<file path="config.mk">
export PLATFORM = sky130hd
export DESIGN_NAME = dmem_agu
export DESIGN_NICKNAME = d
export VERILOG_FILES = /design/src/rtl/agu_pkg.sv /design/src/rtl/step_wrap_counter.sv /design/src/rtl/dmem_agu.sv
export SDC_FILE = /design/constraint.sdc
export NUM_CORES = 1
export LEC_CHECK = 0
export CAP_MARGIN = 15
export CORE_MARGIN = 5
export CORE_UTILIZATION = 28
export CTS_CLUSTER_DIAMETER = 200
export CTS_CLUSTER_SIZE = 10
export DETAILED_ROUTE_END_ITERATION = 10
export MAX_ROUTING_LAYER = met4
export PLACE_DENSITY = 0.58
export REMOVE_ABC_BUFFERS = 1
export SYNTH_ARGS = -nofsm -noshare
export SYNTH_HDL_FRONTEND = slang
export SYNTH_SLANG_ARGS = --single-unit
</file>
<file path="constraint.sdc">
create_clock -name clk -period 2.6 [get_ports clk]
set_input_delay 0.78 -clock clk [delete_from_list [all_inputs] [get_ports clk]]
set_output_delay 0.78 -clock clk [all_outputs]
set_load 0.01 [all_outputs]
</file>
<file path="src/rtl/agu_pkg.sv">
// Default geometry and base addresses for the data-memory AGU, plus the derived row stride.
package agu_pkg;
    localparam int IMG_W      = 128;
    localparam int IMG_H      = 128;
    localparam int COL_STEP   = 2;
    localparam int ROW_STEP   = 2;
    localparam int SRC_BASE   = 0;
    localparam int DST_BASE   = 16384;
    localparam int ROW_STRIDE = IMG_W * ROW_STEP;

    // Elaboration-time only; lets overridden instances derive their own stride.
    function automatic int row_stride(input int img_w, input int row_step);
        return img_w * row_step;
    endfunction
endpackage

</file>
<file path="src/rtl/step_wrap_counter.sv">
// Counter advancing by STEP per inc, wrapping to 0 when the next value would reach LIMIT.
// clr beats inc; wrap is a same-cycle pulse meaning "this edge wraps".
module step_wrap_counter #(
    parameter int W     = 16,
    parameter int STEP  = 1,
    parameter int LIMIT = 128
) (
    input  logic         clk,
    input  logic         reset,
    input  logic         enable,
    input  logic         clr,
    input  logic         inc,
    output logic [W-1:0] cnt,
    output logic         wrap
);
    logic [W:0] sum;

    // One extra bit so the limit compare cannot be fooled by overflow.
    assign sum  = {1'b0, cnt} + (W+1)'(STEP);
    assign wrap = enable && !clr && inc && (sum >= (W+1)'(LIMIT));

    always_ff @(posedge clk) begin
        if (reset) begin
            cnt <= '0;
        end else if (enable) begin
            if (clr)
                cnt <= '0;
            else if (inc)
                cnt <= wrap ? '0 : sum[W-1:0];
        end
    end
endmodule

</file>
<file path="src/rtl/dmem_agu.sv">
// Data-memory AGU: strided image reads, linear MAR writes; address/enables registered, 1-cycle latency.
// No backpressure: a strobe is accepted every enabled cycle; enable low holds state and drops enables.
module dmem_agu
    import agu_pkg::*;
#(
    parameter int ADDR_W   = 16,
    parameter int IMG_W    = agu_pkg::IMG_W,
    parameter int IMG_H    = agu_pkg::IMG_H,
    parameter int COL_STEP = agu_pkg::COL_STEP,
    parameter int ROW_STEP = agu_pkg::ROW_STEP,
    parameter int SRC_BASE = agu_pkg::SRC_BASE,
    parameter int DST_BASE = agu_pkg::DST_BASE
) (
    input  logic              clk,
    input  logic              reset,
    input  logic              enable,
    input  logic              mar_inc,
    input  logic              col_inc,
    input  logic              row_inc,
    input  logic              col_zero,
    input  logic              dmem_read,
    input  logic              dmem_write,
    output logic [ADDR_W-1:0] dmem_addr,
    output logic              dmem_re,
    output logic              dmem_we,
    output logic [ADDR_W-1:0] mar,
    output logic [ADDR_W-1:0] col,
    output logic [ADDR_W-1:0] row,
    output logic              frame_done,
    output logic              req_conflict
);
    localparam int STRIDE = row_stride(IMG_W, ROW_STEP);

    logic [ADDR_W-1:0] row_base;
    logic              row_wrap;
    logic              col_wrap;

    step_wrap_counter #(.W(ADDR_W), .STEP(COL_STEP), .LIMIT(IMG_W)) u_col (
        .clk    (clk),
        .reset  (reset),
        .enable (enable),
        .clr    (col_zero),
        .inc    (col_inc),
        .cnt    (col),
        .wrap   (col_wrap)
    );

    step_wrap_counter #(.W(ADDR_W), .STEP(ROW_STEP), .LIMIT(IMG_H)) u_row (
        .clk    (clk),
        .reset  (reset),
        .enable (enable),
        .clr    (1'b0),
        .inc    (row_inc),
        .cnt    (row),
        .wrap   (row_wrap)
    );

    // row_base tracks row*IMG_W by accumulation so no multiplier is built.
    always_ff @(posedge clk) begin
        if (reset) begin
            mar        <= '0;
            row_base   <= '0;
            frame_done <= 1'b0;
        end else if (enable) begin
            if (mar_inc)
                mar <= mar + ADDR_W'(1);
            if (row_inc)
                row_base <= row_wrap ? '0 : row_base + ADDR_W'(STRIDE);
            if (row_wrap)
                frame_done <= 1'b1;
        end
    end

    // Addresses use pre-update counter values; write wins a simultaneous request.
    always_ff @(posedge clk) begin
        if (reset) begin
            dmem_addr    <= '0;
            dmem_re      <= 1'b0;
            dmem_we      <= 1'b0;
            req_conflict <= 1'b0;
        end else if (!enable) begin
            dmem_re <= 1'b0;
            dmem_we <= 1'b0;
        end else begin
            dmem_re <= dmem_read && !dmem_write;
            dmem_we <= dmem_write;
            if (dmem_write)
                dmem_addr <= ADDR_W'(DST_BASE) + mar;
            else if (dmem_read)
                dmem_addr <= ADDR_W'(SRC_BASE) + row_base + col;
            if (dmem_read && dmem_write)
                req_conflict <= 1'b1;
        end
    end

    logic unused_ok;
    assign unused_ok = col_wrap;
endmodule

</file>
==> flow_metrics.env <==
export IMPL_slowest_delay_ps=480
export IMPL_maxSlewViolCount=0
export IMPL_yosys_cell_count_top_type="dfxtp_1"
export IMPL_drive_gt1_frac=0.0941
export IMPL_rows=40
export IMPL_layout_nets=505
export IMPL_path_cells="clkdlybuf4s50_1 > nor4bb_2 > nor4b_1 > a21oi_1 > nor4_4 > buf_4 > nand3_1 > a31oi_1"
export IMPL_cts_buffers=9
export IMPL_clk_latency_ps=330
export IMPL_dpl_hpwl_um=6990
export IMPL_cts_root_buf="clkbuf_16"
export IMPL_vias_per_cell=4.88
export IMPL_port_buffer_count=74
export IMPL_grt_overflow_total=0
export IMPL_cp_arrival_ps=2670
export IMPL_grt_max_degree=41
export IMPL_fillers=1212
export IMPL_rsz0062_at_grt="false"
export IMPL_finalSetupViolCount=0
export IMPL_r2r_cells=7
export IMPL_grt_use_met2=0.226
export IMPL_post_synth_num_cell_types=45
export IMPL_cts_setup_buffers=0
export IMPL_drt_iter0_markers=253
export IMPL_track_usage=0.137
export IMPL_grt_pass1_wl_um=15700
export IMPL_die_w_um=121
export IMPL_syn2layout_area_growth_pct=42.0
export IMPL_ys_flop_type="dfxtp_1"
export IMPL_synth_top_area_cell="dfxtp_1"
export IMPL_final_core_util=0.406
export IMPL_cts_buffer_depth=2
export IMPL_post_drt_wl_per_cell_um=15.0
export IMPL_drt_total_wl_um=9550
export IMPL_hold_viol=0
export IMPL_switchingPower_w=0.000578
export IMPL_r2r_start="u_col.cnt[9]$_SDFFE_PP0P_"
export IMPL_fp_coreArea_um2=12000
export IMPL_r2r_slack_ps=380
export IMPL_h_tree_depth=3
export IMPL_hold_end="dmem_addr[9]$_SDFFE_PP0P_"
export IMPL_synthTopCellsByCount="dfxtp_1 (74), nor2_1 (52), nand2_1 (32), xor2_1 (24)"
export IMPL_initial_utilization=0.286
export IMPL_whs_path_depth=2
export IMPL_endpoint_kind="flip-flop"
export IMPL_synth_seq_cells=74
export IMPL_syn_area_um2=3430
export IMPL_dpl_instance_area_um2=4480
export IMPL_powerDensity_nw_per_um2=607
export IMPL_cpMaxStageDelayCell="clkdlybuf4s50_1"
export IMPL_gr_usage_met1=0.162
export IMPL_dieArea_um2=14600
export IMPL_clockPowerShare=0.539
export IMPL_use_met3=0.0477
export IMPL_syn_area_per_cell_um2=8.82
export IMPL_num_antenna_cells=0
export IMPL_crit_fanout=8
export IMPL_grt_pass1_vias=3197
export IMPL_share_comb_of_total_power=0.064
export IMPL_synth_edf_count=0
export IMPL_leakage_nw=1.92
export IMPL_power_internal_w=0.00238
export IMPL_ys_seq_area_frac=0.432
export IMPL_hold_class="flip-flop to flip-flop"
export IMPL_required_ps=2860
export IMPL_num_vias=3105
export IMPL_clkSinkCount=74
export IMPL_hp_start="dmem_addr[9]$_SDFFE_PP0P_"
export IMPL_die_h_um=121
export IMPL_seqPwrFrac=0.397
export IMPL_yosys_top_cells_area="dfxtp_1 (43%), xor2_1 (6.1%), nor2_1 (5.7%)"
export IMPL_grt_busiest_layer="met2"
export IMPL_drc=0
export IMPL_synth_async_sr_flop_share=0
export IMPL_drv_cap=0
export IMPL_r2r_end="dmem_addr[15]$_SDFFE_PP0P_"
export IMPL_timing_hold_ws_ps=472
export IMPL_design_area_um2=4870
export IMPL_syn_inst=389
export IMPL_irDropWorstVdd_uv=464
export IMPL_timing_setup_tns_ps=0
export IMPL_fmax_mhz=415
export IMPL_fin_total_pwr_w=0.00296
export IMPL_path_clk_slew_ps=60
export IMPL_skew_ps=5.38
export IMPL_period_share=0.926
export IMPL_cts_tree="built"
export IMPL_ioPinCount=77
export IMPL_yosysWarnings=0
export IMPL_synth_top_area_frac=0.432
export IMPL_status="finished clean"
export IMPL_worstSetupPathType="input port to flip-flop"
export IMPL_p_sw_frac=0.196
export IMPL_routabilityCongestion=0.792
export IMPL_dr_pass1_iters=4
export IMPL_ant_nets=0
export IMPL_finalCriticalPeriod_ps=2410
export IMPL_grt_antenna_before_repair=0
export IMPL_cp_start_kind="input port"
## power by group through the flow
| stage | sequential [W] | combinational, W | clock, W |
|---|---|---|---|
| after floorplan | 0.00121 | 0.0000621 | 0 |
| after global placement | 0.00120 | 0.000186 | 0 |
| after detailed placement | 0.00120 | 0.000188 | 0 |
| after CTS | 0.00117 | 0.000189 | 0.00162 |
| after global routing | 0.00118 | 0.000205 | 0.00167 |
| final | 0.00117 | 0.000188 | 0.00159 |
## logic make-up after synthesis
logic type,Yosys count,synth area share
muxes,13,0.0383
AOI/OAI and AO/OA,64,0.122
other,1,0.00109
DFF,74,0.432
adders and majority gates,12,0.0437
buffers and inverters,25,0.0295
and+or+nand+nor,163,0.240
xor gates and xnor gates,37,0.0944
## layer usage
metal	part of all wire	vias to the layer above
li1	-	1570
met2	0.47	64
met5	0	-
met1	0.47	1465
met4	0.0073	0
met3	0.059	6
## repair_timing
action,4_1_cts,5_1_grt
hold buffers,0,0
resized for setup,0,1
hold endpoints to repair,0,0
endpoints found under the setup margin,0,1
## how the worst max path moves through the flow
stage	cells past startpoint	endpoint	startpoint	slack, ps
floorplan	6	u_col.cnt[5]$_SDFFE_PP0P_	col_inc	430
global placement	8	u_col.cnt[5]$_SDFFE_PP0P_	col_inc	-160
detailed placement	8	u_col.cnt[5]$_SDFFE_PP0P_	col_inc	-170
CTS	8	u_col.cnt[5]$_SDFFE_PP0P_	col_inc	170
global route	8	u_col.cnt[3]$_SDFFE_PP0P_	col_inc	30
finish	8	u_col.cnt[5]$_SDFFE_PP0P_	col_inc	190
## registers in the layout, indices dropped and copies added, names as in the netlist
| register | count |
|---|---|
| frame_done | 1 |
| u_row.cnt | 15 |
| dmem_addr | 16 |
| dmem_we | 1 |
| u_col.cnt | 15 |
| dmem_re | 1 |
| req_conflict | 1 |
| mar | 16 |
| row_base | 8 |
## cell type report
cell class,instances,area (um2),area share
inverters,8,30.0,0.00616
well taps,147,184,0.0377
clock buffers,11,233,0.0478
clock inverters,5,150,0.0308
repair buffers,100,936,0.192
flip-flops and latches,74,1480,0.304
multi-input cells,291,1860,0.382
## stage by stage
stage / worst slack [ps] / std cells
after floorplan: 426 / 373
after global placement: -162 / 620
after detailed placement: -169 / 620
after CTS: 173 / 636
after global routing: 28.5 / 636
final: 193 / 636
## layout by cell type, fill, tap and decap left out, drive strengths merged, types with 2 or more instances in the layout
cell type / count
xnor2: 13
nor3: 7
a21o: 3
and2: 2
clkdlybuf4s50: 74
buf: 26
a211oi: 10
mux2i: 12
o21ai: 15
nor2: 52
and3: 20
a21oi: 15
a31oi: 6
ha: 12
xor2: 24
nand4: 9
nand3: 20
and4: 4
inv: 7
nor4: 7
nand3b: 2
conb: 2
clkbuf: 11
o211ai: 4
nand2: 32
or3: 5
bufinv: 5
dfxtp: 74
o21a: 4
## critical path: cells and delay by family
kind	cells	cell delay (ps)
buffers and inverters	2	680
and+or+nand+nor	4	900
AOI/OAI and AO/OA	2	310
No activity file was read; power rests on OpenSTA's default activity.
